**config.mk**
```make
export PLATFORM = sky130hd
export DESIGN_NAME = src_control_unit
export DESIGN_NICKNAME = d
export VERILOG_FILES = /design/src/rtl/src_control_unit.sv
export SDC_FILE = /design/constraint.sdc
export NUM_CORES = 1
export LEC_CHECK = 0
export BUFFER_PORTS_ARGS = -buffer_cell sky130_fd_sc_hd__buf_2
export CAP_MARGIN = 20
export CORE_UTILIZATION = 43
export CTS_CLUSTER_SIZE = 28
export DETAILED_ROUTE_END_ITERATION = 16
export GPL_ROUTABILITY_DRIVEN = 0
export PLACE_DENSITY_LB_ADDON = 0.3
export SYNTH_ARGS = -nofsm -noshare
export SYNTH_HDL_FRONTEND = slang
export SYNTH_SLANG_ARGS = --single-unit
```
**constraint.sdc**
```tcl
create_clock -name clock -period 2.35 [get_ports clock]
set_input_delay 0.235 -clock clock [delete_from_list [all_inputs] [get_ports clock]]
set_output_delay 0.235 -clock clock [all_outputs]
set_load 0.005 [all_outputs]
```
**src/rtl/src_control_unit.sv**
```systemverilog
// Hardwired Moore control sequencer for the DataPath: fetch T0-T2, then per-class execute steps T3-T7.
// Latency: outputs decode combinationally from the current state and IR; the state advances one step per clock.
// Backpressure: none; stop is honoured only at an instruction boundary and resume leaves HALT.
// Ports: clock/clear (async active-low), IR, CON, stop, resume in; DataPath strobes, ops, run, tstep out.
// Optional feature: define SRC_SSTEP_EN to add the step input and a WAIT state between instructions.
`default_nettype none
module src_control_unit #(
    parameter int OPW = 5,
    parameter logic [OPW-1:0] OP_ADD = 5'b00011
) (
    input  logic           clock,
    input  logic           clear,
    input  logic [31:0]    IR,
    input  logic           CON,
    input  logic           stop,
    input  logic           resume,
`ifdef SRC_SSTEP_EN
    input  logic           step,
`endif
    output logic           PCout, PCin, IncPC,
    output logic           MARin, MDRin, MDRout, Read, Write,
    output logic           IRin, RYin, RZin, RZHIout, RZLOout,
    output logic           HIin, HIout, LOin, LOout,
    output logic           PORTin, PORTout,
    output logic           gra, grb, grc, rin, rout, BAout, cout, conin,
    output logic [OPW-1:0] ops,
    output logic           run,
    output logic [2:0]     tstep
);
    // T0..T7 occupy codes 0..7 so tstep is simply the low three state bits.
    typedef enum logic [3:0] {
        T0 = 4'd0, T1 = 4'd1, T2 = 4'd2, T3 = 4'd3,
        T4 = 4'd4, T5 = 4'd5, T6 = 4'd6, T7 = 4'd7,
        RST = 4'd8, HALT = 4'd9
`ifdef SRC_SSTEP_EN
        , WAIT = 4'd10
`endif
    } state_t;

    state_t state, state_nxt, end_nxt;
    logic [3:0] state_bits;

    logic [OPW-1:0] op;
    logic is_rtype, is_imm, is_ldi, is_ld, is_st, is_muldiv, is_negnot;
    logic is_br, is_jr, is_in, is_out, is_mfhi, is_mflo, is_halt, is_short;
    logic last_step;
    logic unused_ir;

    assign op         = IR[31 -: OPW];
    assign unused_ir  = ^IR[31-OPW:0];
    assign state_bits = state;

    assign is_rtype  = (op >= 5'b00011) && (op <= 5'b01011);
    assign is_imm    = (op >= 5'b01100) && (op <= 5'b01110);
    assign is_ldi    = (op == 5'b00001);
    assign is_ld     = (op == 5'b00000);
    assign is_st     = (op == 5'b00010);
    assign is_muldiv = (op == 5'b01111) || (op == 5'b10000);
    assign is_negnot = (op == 5'b10001) || (op == 5'b10010);
    assign is_br     = (op == 5'b10011);
    assign is_jr     = (op == 5'b10100);
    assign is_in     = (op == 5'b10110);
    assign is_out    = (op == 5'b10111);
    assign is_mfhi   = (op == 5'b11000);
    assign is_mflo   = (op == 5'b11001);
    assign is_halt   = (op == 5'b11011);
    // Everything without a multi-step execute phase (incl. nop, jal, 11100-11111) ends at T3.
    assign is_short  = !(is_rtype || is_imm || is_ldi || is_ld || is_st ||
                         is_muldiv || is_negnot || is_br);

    // T7 always ends, so an IR that changes mid-instruction can never run past the last step.
    assign last_step = ((state == T3) && is_short) ||
                       ((state == T4) && is_negnot) ||
                       ((state == T5) && (is_rtype || is_imm || is_ldi)) ||
                       ((state == T6) && (is_muldiv || is_br)) ||
                       (state == T7);

`ifdef SRC_SSTEP_EN
    assign end_nxt = stop ? HALT : WAIT;
`else
    assign end_nxt = stop ? HALT : T0;
`endif

    always_ff @(posedge clock or negedge clear) begin
        if (!clear) state <= RST;
        else        state <= state_nxt;
    end

    always_comb begin
        state_nxt = state;
        case (state)
            RST:  state_nxt = T0;
            T0:   state_nxt = T1;
            T1:   state_nxt = T2;
            T2:   state_nxt = T3;
            T3, T4, T5, T6, T7: begin
                if ((state == T3) && is_halt) state_nxt = HALT;
                else if (last_step)           state_nxt = end_nxt;
                else                          state_nxt = state_t'(state_bits + 4'd1);
            end
            HALT: if (resume && !stop) state_nxt = T0;
`ifdef SRC_SSTEP_EN
            WAIT: if (step) state_nxt = T0;
`endif
            default: state_nxt = RST;
        endcase
    end

    always_comb begin
        {PCout, PCin, IncPC, MARin, MDRin, MDRout, Read, Write} = '0;
        {IRin, RYin, RZin, RZHIout, RZLOout, HIin, HIout, LOin, LOout} = '0;
        {PORTin, PORTout, gra, grb, grc, rin, rout, BAout, cout, conin} = '0;
        ops   = '0;
        run   = (state != RST) && (state != HALT);
        tstep = state_bits[3] ? 3'd0 : state_bits[2:0];
        case (state)
            T0: begin PCout = 1'b1; MARin = 1'b1; IncPC = 1'b1; end
            T1: begin Read = 1'b1; MDRin = 1'b1; end
            T2: begin MDRout = 1'b1; IRin = 1'b1; end
            T3: begin
                if (is_rtype)                        begin grb = 1'b1; rout = 1'b1; RYin = 1'b1; end
                else if (is_imm || is_ldi || is_ld || is_st)
                                                     begin grb = 1'b1; BAout = 1'b1; RYin = 1'b1; end
                else if (is_muldiv)                  begin gra = 1'b1; rout = 1'b1; RYin = 1'b1; end
                else if (is_negnot)                  begin grb = 1'b1; rout = 1'b1; RZin = 1'b1; ops = op; end
                else if (is_br)                      begin gra = 1'b1; rout = 1'b1; conin = 1'b1; end
                else if (is_jr)                      begin gra = 1'b1; rout = 1'b1; PCin = 1'b1; end
                else if (is_in)                      begin PORTout = 1'b1; gra = 1'b1; rin = 1'b1; end
                else if (is_out)                     begin gra = 1'b1; rout = 1'b1; PORTin = 1'b1; end
                else if (is_mfhi)                    begin HIout = 1'b1; gra = 1'b1; rin = 1'b1; end
                else if (is_mflo)                    begin LOout = 1'b1; gra = 1'b1; rin = 1'b1; end
            end
            T4: begin
                if (is_rtype)                        begin grc = 1'b1; rout = 1'b1; RZin = 1'b1; ops = op; end
                else if (is_imm)                     begin cout = 1'b1; RZin = 1'b1; ops = op; end
                else if (is_ldi || is_ld || is_st)   begin cout = 1'b1; RZin = 1'b1; ops = OP_ADD; end
                else if (is_muldiv)                  begin grb = 1'b1; rout = 1'b1; RZin = 1'b1; ops = op; end
                else if (is_negnot)                  begin RZLOout = 1'b1; gra = 1'b1; rin = 1'b1; end
                else if (is_br)                      begin PCout = 1'b1; RYin = 1'b1; end
            end
            T5: begin
                if (is_rtype || is_imm || is_ldi)    begin RZLOout = 1'b1; gra = 1'b1; rin = 1'b1; end
                else if (is_ld || is_st)             begin RZLOout = 1'b1; MARin = 1'b1; end
                else if (is_muldiv)                  begin RZLOout = 1'b1; LOin = 1'b1; end
                else if (is_br)                      begin cout = 1'b1; RZin = 1'b1; ops = OP_ADD; end
            end
            T6: begin
                if (is_ld)                           begin Read = 1'b1; MDRin = 1'b1; end
                // st: MDR loads the source register from the bus (Read stays low).
                else if (is_st)                      begin gra = 1'b1; rout = 1'b1; MDRin = 1'b1; end
                else if (is_muldiv)                  begin RZHIout = 1'b1; HIin = 1'b1; end
                else if (is_br && CON)               begin RZLOout = 1'b1; PCin = 1'b1; end
            end
            T7: begin
                if (is_ld)                           begin MDRout = 1'b1; gra = 1'b1; rin = 1'b1; end
                else if (is_st)                      Write = 1'b1;
            end
            default: ;
        endcase
    end
endmodule
`default_nettype wire

```
**Yosys cells after proc, flatten, opt, wreduce, memory -nomap -nowiden**

Cells that the tools add are included.

- Register bits: 4
- Bits in latches: 0
- Bits in writable memories: 0
- ROM bits: 0
- Output and inout port bits: 36
- Memories: 0

- Add/subtract/negate cells: 1
- Multipliers: 0
- Div/mod/pow operators: 0
- $lt $le $gt $ge: 4
- Equality and inequality tests: 25
- Shift-type cells: 0
- Multiplexer cells: 161
- Bitwise gates (word level): 0
- Reductions and logical operators: 35

Operator list:

| kind | number |
|---|---|
| 1-bit 2-to-1 mux | 128 |
| 5-bit equality test (second input constant) | 10 |
| 5-bit 2-to-1 mux | 8 |
| 4-bit case mux with 6 select lines | 1 |
| 1-bit logical OR | 20 |
| 1-bit case mux with 2 select lines | 9 |
| 4-bit by 3-bit equality test with 1-bit output (second input constant) | 4 |
| 4-bit 2-to-1 mux | 4 |
| 5-bit case mux with 3 select lines | 1 |
| 5-bit by 4-bit less-or-equal comparator with 1-bit output (second input constant) | 2 |
| 1-bit logical AND | 10 |
| 1-bit case mux with 3 select lines | 3 |
| 4-bit by 2-bit equality test with 1-bit output (second input constant) | 2 |
| 4-bit equality test (second input constant) | 2 |
| 2-bit 2-to-1 mux | 4 |
| 4-bit != test (second input constant) | 2 |
| 5-bit by 1-bit equality test with 1-bit output (second input constant) | 1 |
| 5-bit by 2-bit equality test with 1-bit output (second input constant) | 1 |
| 5-bit by 4-bit equality test with 1-bit output (second input constant) | 1 |
| 5-bit by 2-bit >= comparator with 1-bit output (second input constant) | 1 |
| 5-bit by 4-bit >= comparator with 1-bit output (second input constant) | 1 |
| 5-bit zero test | 1 |
| 1-bit case mux with 5 select lines | 1 |
| 5-bit OR reduction | 1 |
| other kinds (7) | 8 |

**Logic depth before layout (Yosys ltp)**

Gate-level depths: netlist of the first run.

- Word-level depth: 18
- Mapped depth: 8
- Depth with buffers taken out: 7

**Worst setup path after synthesis of the first run**

No wires, ideal clock.

- Kind: register -> output
- Start point: register state[0]
- End point: output port ops[0]
- Data arrival time: 1.626 ns
- Path slack: 0.489 ns
- Cell stages (with the launch flop): 9
- Path buffers: 2
- Cells stage by stage: dfrtp_1 inv_1 ha_1 clkbuf_1 and2_1 clkbuf_1 nand2_1 o22ai_1 a22o_1

- Word-level cells in the longest chain between the ends: 2

RTL lines:

| element | line | text |
|---|---|---|
| start, declared | 40 | `state_t state, state_nxt, end_nxt;` |
| start signal, assigned | 86 | `else state <= state_nxt;` |
| 4-bit by 3-bit equality test with 1-bit output or 4-bit by 2-bit equality test with 1-bit output (tied branches) | 116 | `case (state)` |
| 5-bit case mux with 3 select lines (*) | 116 |  |
| end, declared | 26 | `output logic [OPW-1:0] ops,` |

Every way passes the cells marked *; elsewhere a longest branch is shown, timed or not.

**Worst setup path after layout of the first run**

- Start point: register state[3]
- End point: output port ops[0]

The elaborated chain is that of the path after synthesis.

==> impl_table.tex, run 1 <==
\begin{tabular}{lr}
\hline
Metric & Value \\
\hline
\multicolumn{2}{l}{\textbf{Outcome}} \\
\quad Status & finished, final reports clean \\
\multicolumn{2}{l}{\textbf{Floorplanning}} \\
\quad Initial Util & 45.9\% \\
\quad Die Outline Area & 0.00285 mm2 \\
\quad Horizontal die dimension & 53.4 um \\
\quad Boundary Pins & 73 \\
\quad Area of the core & 0.00248 mm2 \\
\quad Number of placement rows & 18 \\
\quad Die Y-Extent & 53.4 um \\
\multicolumn{2}{l}{\textbf{Yosys}} \\
\quad Mapped Nets & 208 \\
\quad Adder-cell area share of the yosys netlist & 4.40\% \\
\quad Proportion of synthesized area in mux cells & 0.990\% \\
\quad Post-synth EDFFs & 0 \\
\quad Share of the synthesized area in compound gates (AO/OA/AOI/OAI) & 36.6\% \\
\quad Main combinational cell family by area after synthesis & simple AND/OR/NAND/NOR gates \\
\quad \#FFs+latches synth & 4 \\
\quad Post-Synthesis Cell Area & 0.00114 mm2 \\
\quad Ys Warns & 0 \\
\quad Xor-xnor portion of the synthesized cell area & 2.20\% \\
\quad Post-synth cell types & 55 \\
\quad Main synth FF type & sky130\_fd\_sc\_hd\_\_dfrtp\_1 \\
\quad Cell count after synthesis & 167 \\
\quad Synth cell count leaders & sky130\_fd\_sc\_hd\_\_nand2\_1 (19), sky130\_fd\_sc\_hd\_\_nor2\_1 (15), sky130\_fd\_sc\_hd\_\_o21ai\_0 (11) \\
\quad Average cell area after synthesis & 6.81 um2 \\
\quad Biggest area consumer among synthesized cells & sky130\_fd\_sc\_hd\_\_dfrtp\_1 \\
\quad Area share of the leading cell type in the synthesized netlist & 6.60\% \\
\quad Most frequently used cell type in the post-synthesis netlist & sky130\_fd\_sc\_hd\_\_nand2\_1 \\
\quad Simple-Gate Fraction of Synth Area & 37.5\% \\
\quad Post-synth ARST share & 100\% \\
\quad Fraction of the yosys area taken by sequential cells & 8.91\% \\
\quad Dominant cells by area after synthesis & sky130\_fd\_sc\_hd\_\_dfrtp\_1 (6.6\%), sky130\_fd\_sc\_hd\_\_nand2\_1 (6.3\%), sky130\_fd\_sc\_hd\_\_nor2\_1 (5.0\%) \\
\multicolumn{2}{l}{\textbf{Power}} \\
\quad Leak & 0.636 nW \\
\quad Power per cell area & 696 mW/mm2 \\
\quad Worst IR drop on VDD & 558 uV \\
\quad Total Power Consumption & 0.967 mW \\
\multicolumn{2}{l}{\textbf{CTS}} \\
\quad Max Root-Sink Buffers & 2 \\
\quad Clock-pin transition on the worst setup and hold timing paths & 0.04 ns \\
\quad CTS tree & built \\
\quad Source-to-sink clock delay at the later pin of the worst-skew pair & 0.24 ns \\
\quad Number of H-tree levels & 1 \\
\quad Number of clock buffers inserted by TritonCTS & 3 \\
\quad TritonCTS sink count & 4 \\
\quad Clock root cell & sky130\_fd\_sc\_hd\_\_clkbuf\_4 \\
\quad Number of setup buffers added after CTS & 0 \\
\multicolumn{2}{l}{\textbf{Timing}} \\
\quad Number of max-slew violations in the final report & 0 \\
\quad Final period util & 96.7\% \\
\quad Peak Freq & 440 MHz \\
\quad Final hold viol count & 0 \\
\quad Clock period minus worst slack & 2.27 ns \\
\quad Post-layout worst setup margin & 0.0784 ns \\
\quad Least-Margin Pin Slew & 0.459 ns \\
\quad Worst slew margin relative to its limit & 69.4\% \\
\quad Unrepaired setup endpoints after global routing & no \\
\quad Hold WS & 0.347 ns \\
\quad Setup TNS Final & 0 ns \\
\quad Clock tree skew after final layout & 0.00446 ns \\
\quad Number of setup violations in the final report & 0 \\
\multicolumn{2}{l}{\textbf{Worst setup path}} \\
\quad Total buffers and inverters traversed by the critical path & 1 \\
\quad Required time at the worst-slack endpoint & 2.12 ns \\
\quad Max incr delay on CP & 0.64 ns \\
\quad CP arrival & 2.04 ns \\
\quad Critical Path Sink Type & output port \\
\quad Worst setup SP type & register \\
\quad Sequence of cells on the critical path & and2b\_2 -> and2\_2 -> o2bb2ai\_1 -> a22o\_1 -> buf\_2 \\
\quad Critical path fanouts, max & 11 \\
\quad Critical path type & register to output port \\
\quad Reg2reg setup slack & 0.37 ns \\
\quad Reg2reg start & state[0]\$\_DFFE\_PN0P\_ \\
\quad Reg2Reg Depth & 6 \\
\quad Cell class contributing the biggest share of worst-path delay & flip-flops \\
\quad Slowest stage cell on the critical path & sky130\_fd\_sc\_hd\_\_dfstp\_2 \\
\quad Reg-to-reg endpoint & state[1]\$\_DFFE\_PN0P\_ \\
\multicolumn{2}{l}{\textbf{Finish}} \\
\quad Number of nets in the layout & 247 \\
\quad Layout cell share with drive strength beyond 1 & 34.1\% \\
\quad Layout overhead on the synthesized area & 22.2\% \\
\quad Fin area & 0.00139 mm2 \\
\quad Register containing the most flip-flops in the final layout & state \\
\quad Largest register FFs & 4 \\
\quad Filler Cells Inserted & 247 \\
\quad Diode insertion count for antenna repair & 0 \\
\quad Largest registers ranked by flip-flop count & state x4 \\
\multicolumn{2}{l}{\textbf{Global route}} \\
\quad Met3 routing resource usage after global routing & 0.862\% \\
\quad GR Overflow Total & 0 \\
\quad Met1 Resource Use GR & 38.3\% \\
\quad Layer with the highest usage after global routing & met1 \\
\quad Number of global-route vias before repair & 1146 \\
\quad Pin count of the biggest net entering global routing & 19 \\
\quad Wire length of the first global-routing pass & 5240 um \\
\quad Met2 track demand over resource & 34.4\% \\
\quad Tot GR Track Use & 24.5\% \\
\quad Initial antenna violation count & 0 \\
\multicolumn{2}{l}{\textbf{Route}} \\
\quad Routed via count & 1468 \\
\quad DRC errors left & 0 \\
\quad Via-to-Cell Ratio & 6.25 \\
\quad Number of nets still failing antenna checks after routing & 0 \\
\quad Post-detailed-routing wire length & 3470 um \\
\quad Routed length per instance & 14.7 um \\
\quad Drt pass-1 iters & 4 \\
\quad Detailed Route Iter0 Violations & 80 \\
\multicolumn{2}{l}{\textbf{Min path}} \\
\quad Worst min path class & input port to asynchronous set/reset pin \\
\multicolumn{2}{l}{\textbf{Flow run}} \\
\quad Max-Cap Viols & 0 \\
\multicolumn{2}{l}{\textbf{Place}} \\
\quad Pre-CTS WS & 0.221 ns \\
\quad Post-detailed-placement half-perimeter wirelength & 2570 um \\
\quad Number of buffers added on ports & 45 \\
\quad Placement-stage cell area & 0.00135 mm2 \\
\hline
\end{tabular}
[worst max-delay path by stage]
| stage | endpoint | depth (start not counted) | slack, ns | start |
|---|---|---|---|---|
| global route | ops[1] | 5 | 0.03 | state[3]$_DFFE_PN1P_ |
| detailed placement | gra | 7 | 0.22 | IR[29] |
| CTS | ops[0] | 5 | 0.06 | state[3]$_DFFE_PN1P_ |
| floorplan | ops[0] | 8 | 0.49 | state[0]$_DFFE_PN0P_ |
| finish | ops[0] | 5 | 0.08 | state[3]$_DFFE_PN1P_ |
| global placement | gra | 7 | 0.28 | IR[29] |
[routing by layer]
layer / vias up / share of wire, %
li1: 694 / -
met1: 676 / 45
met2: 86 / 44
met3: 12 / 8.9
met4: 0 / 1.8
met5: - / 0
[final cells by class]
| type | instances | area (um2) | share of cell area (%) |
|---|---|---|---|
| clock buffer | 4 | 26.3 | 1.89 |
| inverter | 4 | 15.0 | 1.08 |
| multi-input combinational | 142 | 937 | 67.4 |
| sequential | 4 | 101 | 7.29 |
| tap | 30 | 37.5 | 2.70 |
| timing repair buffer | 51 | 273 | 19.6 |
[worst register-to-register path, stage by stage (launching register included)]
cell,delay [ns]
sky130_fd_sc_hd__dfrtp_1,0.42
sky130_fd_sc_hd__inv_1,0.12
sky130_fd_sc_hd__ha_1,0.28
sky130_fd_sc_hd__o31a_1,0.31
sky130_fd_sc_hd__o21bai_1,0.32
sky130_fd_sc_hd__nor4_4,0.10
sky130_fd_sc_hd__a221o_1,0.31
[report_power, final]
group | switching, mW | internal (mW) | leakage [nW]
clock | 0.0291 | 0.0638 | 0.0150
sequential | 0.0659 | 0.109 | 0.0496
combinational | 0.387 | 0.312 | 0.572
[cell usage in the layout, fill, tap and decap left out, types with 3 or more instances in the layout]
cell,instances
sky130_fd_sc_hd__clkbuf_4,3
sky130_fd_sc_hd__a22o_1,4
sky130_fd_sc_hd__a32oi_1,3
sky130_fd_sc_hd__dfrtp_1,3
sky130_fd_sc_hd__nor2b_1,3
sky130_fd_sc_hd__buf_2,45
sky130_fd_sc_hd__buf_4,5
sky130_fd_sc_hd__o21bai_1,3
sky130_fd_sc_hd__o22ai_1,6
sky130_fd_sc_hd__a31o_2,3
sky130_fd_sc_hd__and2_1,5
sky130_fd_sc_hd__nand3_1,6
sky130_fd_sc_hd__nor2_1,15
sky130_fd_sc_hd__inv_1,4
sky130_fd_sc_hd__nand2_1,19
sky130_fd_sc_hd__nand2b_1,4
sky130_fd_sc_hd__a21oi_1,8
sky130_fd_sc_hd__nor3_1,5
sky130_fd_sc_hd__o21ai_0,11
[through the flow]
stage | std cells | util [%]
after floorplan | 167 | -
after global placement | 230 | 54.3
after detailed placement | 230 | 54.3
after CTS | 235 | 55.8
after global routing | 235 | 56.1
final | 235 | 56.1
[what timing repair did]
item	4_1_cts	5_1_grt
resized for setup	0	4
endpoints found under the setup margin	0	4
hold buffers	1	0
endpoints found under the hold margin	4	0
[kinds of logic (layout without fill, tap and decap cells)]
family,Yosys count,count (layout)
flops,4,4
simple gates,77,77
mux,1,1
xor+xnor,2,2
buf+inv,21,59
fa+ha+maj,4,4
compound gates,58,58
Power figures use the tool's default switching activity.
==> inputs of run 2 (changes only) <==
--- a/config.mk
+++ b/config.mk
@@ -8,7 +8,6 @@
 export BUFFER_PORTS_ARGS = -buffer_cell sky130_fd_sc_hd__buf_2
 export CAP_MARGIN = 20
 export CORE_UTILIZATION = 43
-export CTS_CLUSTER_SIZE = 28
 export DETAILED_ROUTE_END_ITERATION = 16
 export GPL_ROUTABILITY_DRIVEN = 0
 export PLACE_DENSITY_LB_ADDON = 0.3
==> constraint.sdc (replaced) <==
create_clock -name clock -period 2.57 [get_ports clock]
set_input_delay 0.257 -clock clock [delete_from_list [all_inputs] [get_ports clock]]
set_output_delay 0.257 -clock clock [all_outputs]
set_load 0.005 [all_outputs]
==> impl_table.tex, run 2 (synthesis results as in run 1) <==
\begin{tabular}{lr}
\hline
Metric & Value \\
\hline
\multicolumn{2}{l}{\textbf{Power}} \\
\quad Clock share of power & 10.1\% \\
\quad Power per cell area & 633 mW/mm2 \\
\quad Cell-internal power & 0.430 mW \\
\quad Worst IR drop on VDD & 488 uV \\
\quad Combinational cell fraction of total power & 71.7\% \\
\quad Leak & 0.629 nW \\
\quad Power spent charging and discharging nets & 0.435 mW \\
\quad Proportion of total power due to net switching & 50.3\% \\
\quad Sequential fraction of design power & 18.2\% \\
\multicolumn{2}{l}{\textbf{Route}} \\
\quad Via-to-Cell Ratio & 6.36 \\
\quad Drt pass-1 iters & 4 \\
\quad DRC errors left & 0 \\
\quad Post-detailed-routing wire length & 3410 um \\
\quad Routed via count & 1483 \\
\quad Routed length per instance & 14.6 um \\
\quad Number of nets still failing antenna checks after routing & 0 \\
\quad Detailed Route Iter0 Violations & 96 \\
\multicolumn{2}{l}{\textbf{Worst setup path}} \\
\quad Max incr delay on CP & 0.50 ns \\
\quad Critical Path Sink Type & output port \\
\quad Cell class contributing the biggest share of worst-path delay & simple AND/OR/NAND/NOR gates \\
\quad Worst setup SP type & register \\
\quad CP arrival & 2.10 ns \\
\quad Total buffers and inverters traversed by the critical path & 1 \\
\quad Slowest stage cell on the critical path & sky130\_fd\_sc\_hd\_\_dfrtp\_1 \\
\quad Critical path fanouts, max & 11 \\
\quad Sequence of cells on the critical path & and2b\_1 -> and2\_1 -> nand2\_1 -> o22ai\_1 -> a22o\_1 -> buf\_2 \\
\quad Critical path type & register to output port \\
\quad Required time at the worst-slack endpoint & 2.31 ns \\
\multicolumn{2}{l}{\textbf{Finish}} \\
\quad Register containing the most flip-flops in the final layout & state \\
\quad Area of the multi-input gates & 930 um2 \\
\quad Layout overhead on the synthesized area & 20.2\% \\
\quad Filler Cells Inserted & 261 \\
\quad Number of nets in the layout & 245 \\
\quad Leading cell type in the layout, fill and taps excluded & sky130\_fd\_sc\_hd\_\_buf\_2 \\
\quad Largest register FFs & 4 \\
\quad Largest registers ranked by flip-flop count & state x4 \\
\quad Register area & 101 um2 \\
\quad Layout cell share with drive strength beyond 1 & 31.5\% \\
\quad Diode insertion count for antenna repair & 0 \\
\quad Top library cells by usage in the layout, fill and taps aside & sky130\_fd\_sc\_hd\_\_buf\_2 (45), sky130\_fd\_sc\_hd\_\_nand2\_1 (19), sky130\_fd\_sc\_hd\_\_nor2\_1 (15) \\
\quad Final instance count without filler cells & 233 \\
\multicolumn{2}{l}{\textbf{CTS}} \\
\quad CTS tree & built \\
\quad Number of instances resized during post-cts repair & 0 \\
\quad Number of hold buffers added after cts & 1 \\
\quad Clock-pin transition on the worst setup and hold timing paths & 0.04 ns \\
\quad Clock root cell & sky130\_fd\_sc\_hd\_\_clkbuf\_4 \\
\quad Number of clock buffers inserted by TritonCTS & 3 \\
\quad TritonCTS sink count & 4 \\
\quad Number of setup buffers added after CTS & 0 \\
\quad Source-to-sink clock delay at the later pin of the worst-skew pair & 0.25 ns \\
\quad Max Root-Sink Buffers & 2 \\
\quad Number of H-tree levels & 1 \\
\multicolumn{2}{l}{\textbf{Place}} \\
\quad Number of buffers added on ports & 45 \\
\quad Post-detailed-placement half-perimeter wirelength & 2510 um \\
\quad Placed cell count & 228 \\
\multicolumn{2}{l}{\textbf{Timing}} \\
\quad Unrepaired setup endpoints after global routing & no \\
\quad Number of setup violations in the final report & 0 \\
\quad Clock tree skew after final layout & 0.0136 ns \\
\quad Final period util & 91.8\% \\
\quad Worst slew margin relative to its limit & 68.9\% \\
\quad Number of max-slew violations in the final report & 0 \\
\quad Setup TNS Final & 0 ns \\
\quad Final hold viol count & 0 \\
\quad Least-Margin Pin Slew & 0.467 ns \\
\quad Clock period minus worst slack & 2.36 ns \\
\quad Peak Freq & 424 MHz \\
\multicolumn{2}{l}{\textbf{Global route}} \\
\quad Tot GR Track Use & 24.1\% \\
\quad Initial antenna violation count & 0 \\
\quad Wire length of the first global-routing pass & 5210 um \\
\quad Pin count of the biggest net entering global routing & 19 \\
\quad Number of global-route vias before repair & 1119 \\
\quad GR Overflow Total & 0 \\
\multicolumn{2}{l}{\textbf{Floorplanning}} \\
\quad Boundary Pins & 73 \\
\quad Area of the core & 0.00248 mm2 \\
\quad Die Outline Area & 0.00285 mm2 \\
\quad Die Y-Extent & 53.4 um \\
\quad Number of placement rows & 18 \\
\quad Initial Util & 45.9\% \\
\quad Horizontal die dimension & 53.4 um \\
\multicolumn{2}{l}{\textbf{Min path}} \\
\quad Worst min path class & input port to asynchronous set/reset pin \\
\multicolumn{2}{l}{\textbf{Outcome}} \\
\quad Status & finished, final reports clean \\
\multicolumn{2}{l}{\textbf{Flow run}} \\
\quad Max-Cap Viols & 0 \\
\hline
\end{tabular}
-- run 2: changes by cell type in the layout (fill, tap and decap cells not counted) --
cell / previous run / this run
sky130_fd_sc_hd__ha_2: 2 / 0
sky130_fd_sc_hd__and2b_2: 1 / 0
sky130_fd_sc_hd__buf_4: 5 / 3
sky130_fd_sc_hd__ha_1: 2 / 4
sky130_fd_sc_hd__and2_1: 5 / 6
sky130_fd_sc_hd__and2b_1: 0 / 1
sky130_fd_sc_hd__and2_2: 1 / 0
-- run 2: final timing paths --
path | slack, ns | end | from | depth (start not counted)
worst min-delay path | 0.35 | state[0]$_DFFE_PN0P_ | clear | 2
min in group clock | 0.49 | state[0]$_DFFE_PN0P_ | stop | 4
worst min register to register | 0.63 | state[1]$_DFFE_PN0P_ | state[1]$_DFFE_PN0P_ | 1
worst max-delay path | 0.21 | ops[1] | state[2]$_DFFE_PN0P_ | 6
max in group asynchronous | 2.01 | state[3]$_DFFE_PN1P_ | clear | 2
worst max register to register | 0.38 | state[1]$_DFFE_PN0P_ | state[1]$_DFFE_PN0P_ | 7
-- run 2: through the flow --
| stage | power, mW | utilization [%] | hold slack, ns | worst slack [ns] | instance area (um2) |
|---|---|---|---|---|---|
| 3_5_place_dp | 0.767 | 53.7 | 0.0603 | 0.428 | 1330 |
| 2_1_floorplan | 0.600 | - | -0.0386 | 0.687 | 1140 |
| 5_1_grt | 0.951 | 55.2 | 0.359 | 0.106 | 1370 |
| 4_1_cts | 0.861 | 55.2 | 0.352 | 0.259 | 1370 |
| 6_report | 0.865 | 55.2 | 0.345 | 0.212 | 1370 |
| 3_3_place_gp | 0.760 | 53.7 | 0.0580 | 0.454 | 1330 |
-- run 2: cell type report --
cell class                 instances  area share [%]
clock buffer                       4            1.92
timing repair buffer              49            18.8
inverter                           4            1.10
multi-input combinational        142            68.0
sequential                         4            7.41
tap                               30            2.74
-- run 2: metal layers --
metal / up-vias / share of wire (%) / global-route usage [%]
met5: - / 0 / 0
li1: 693 / - / -
met1: 684 / 43 / 36.8
met2: 98 / 44 / 35.0
met4: 0 / 1.4 / 7.02
met3: 8 / 11 / 1.44
-- run 2: power groups by stage --
stage          Combinational, mW  Clock, mW  Sequential (mW)
3_5_place_dp               0.610          0            0.157
5_1_grt                    0.693     0.0928            0.165
2_1_floorplan              0.484          0            0.116
4_1_cts                    0.615     0.0886            0.158
6_report                   0.621     0.0876            0.157
3_3_place_gp               0.603          0            0.157
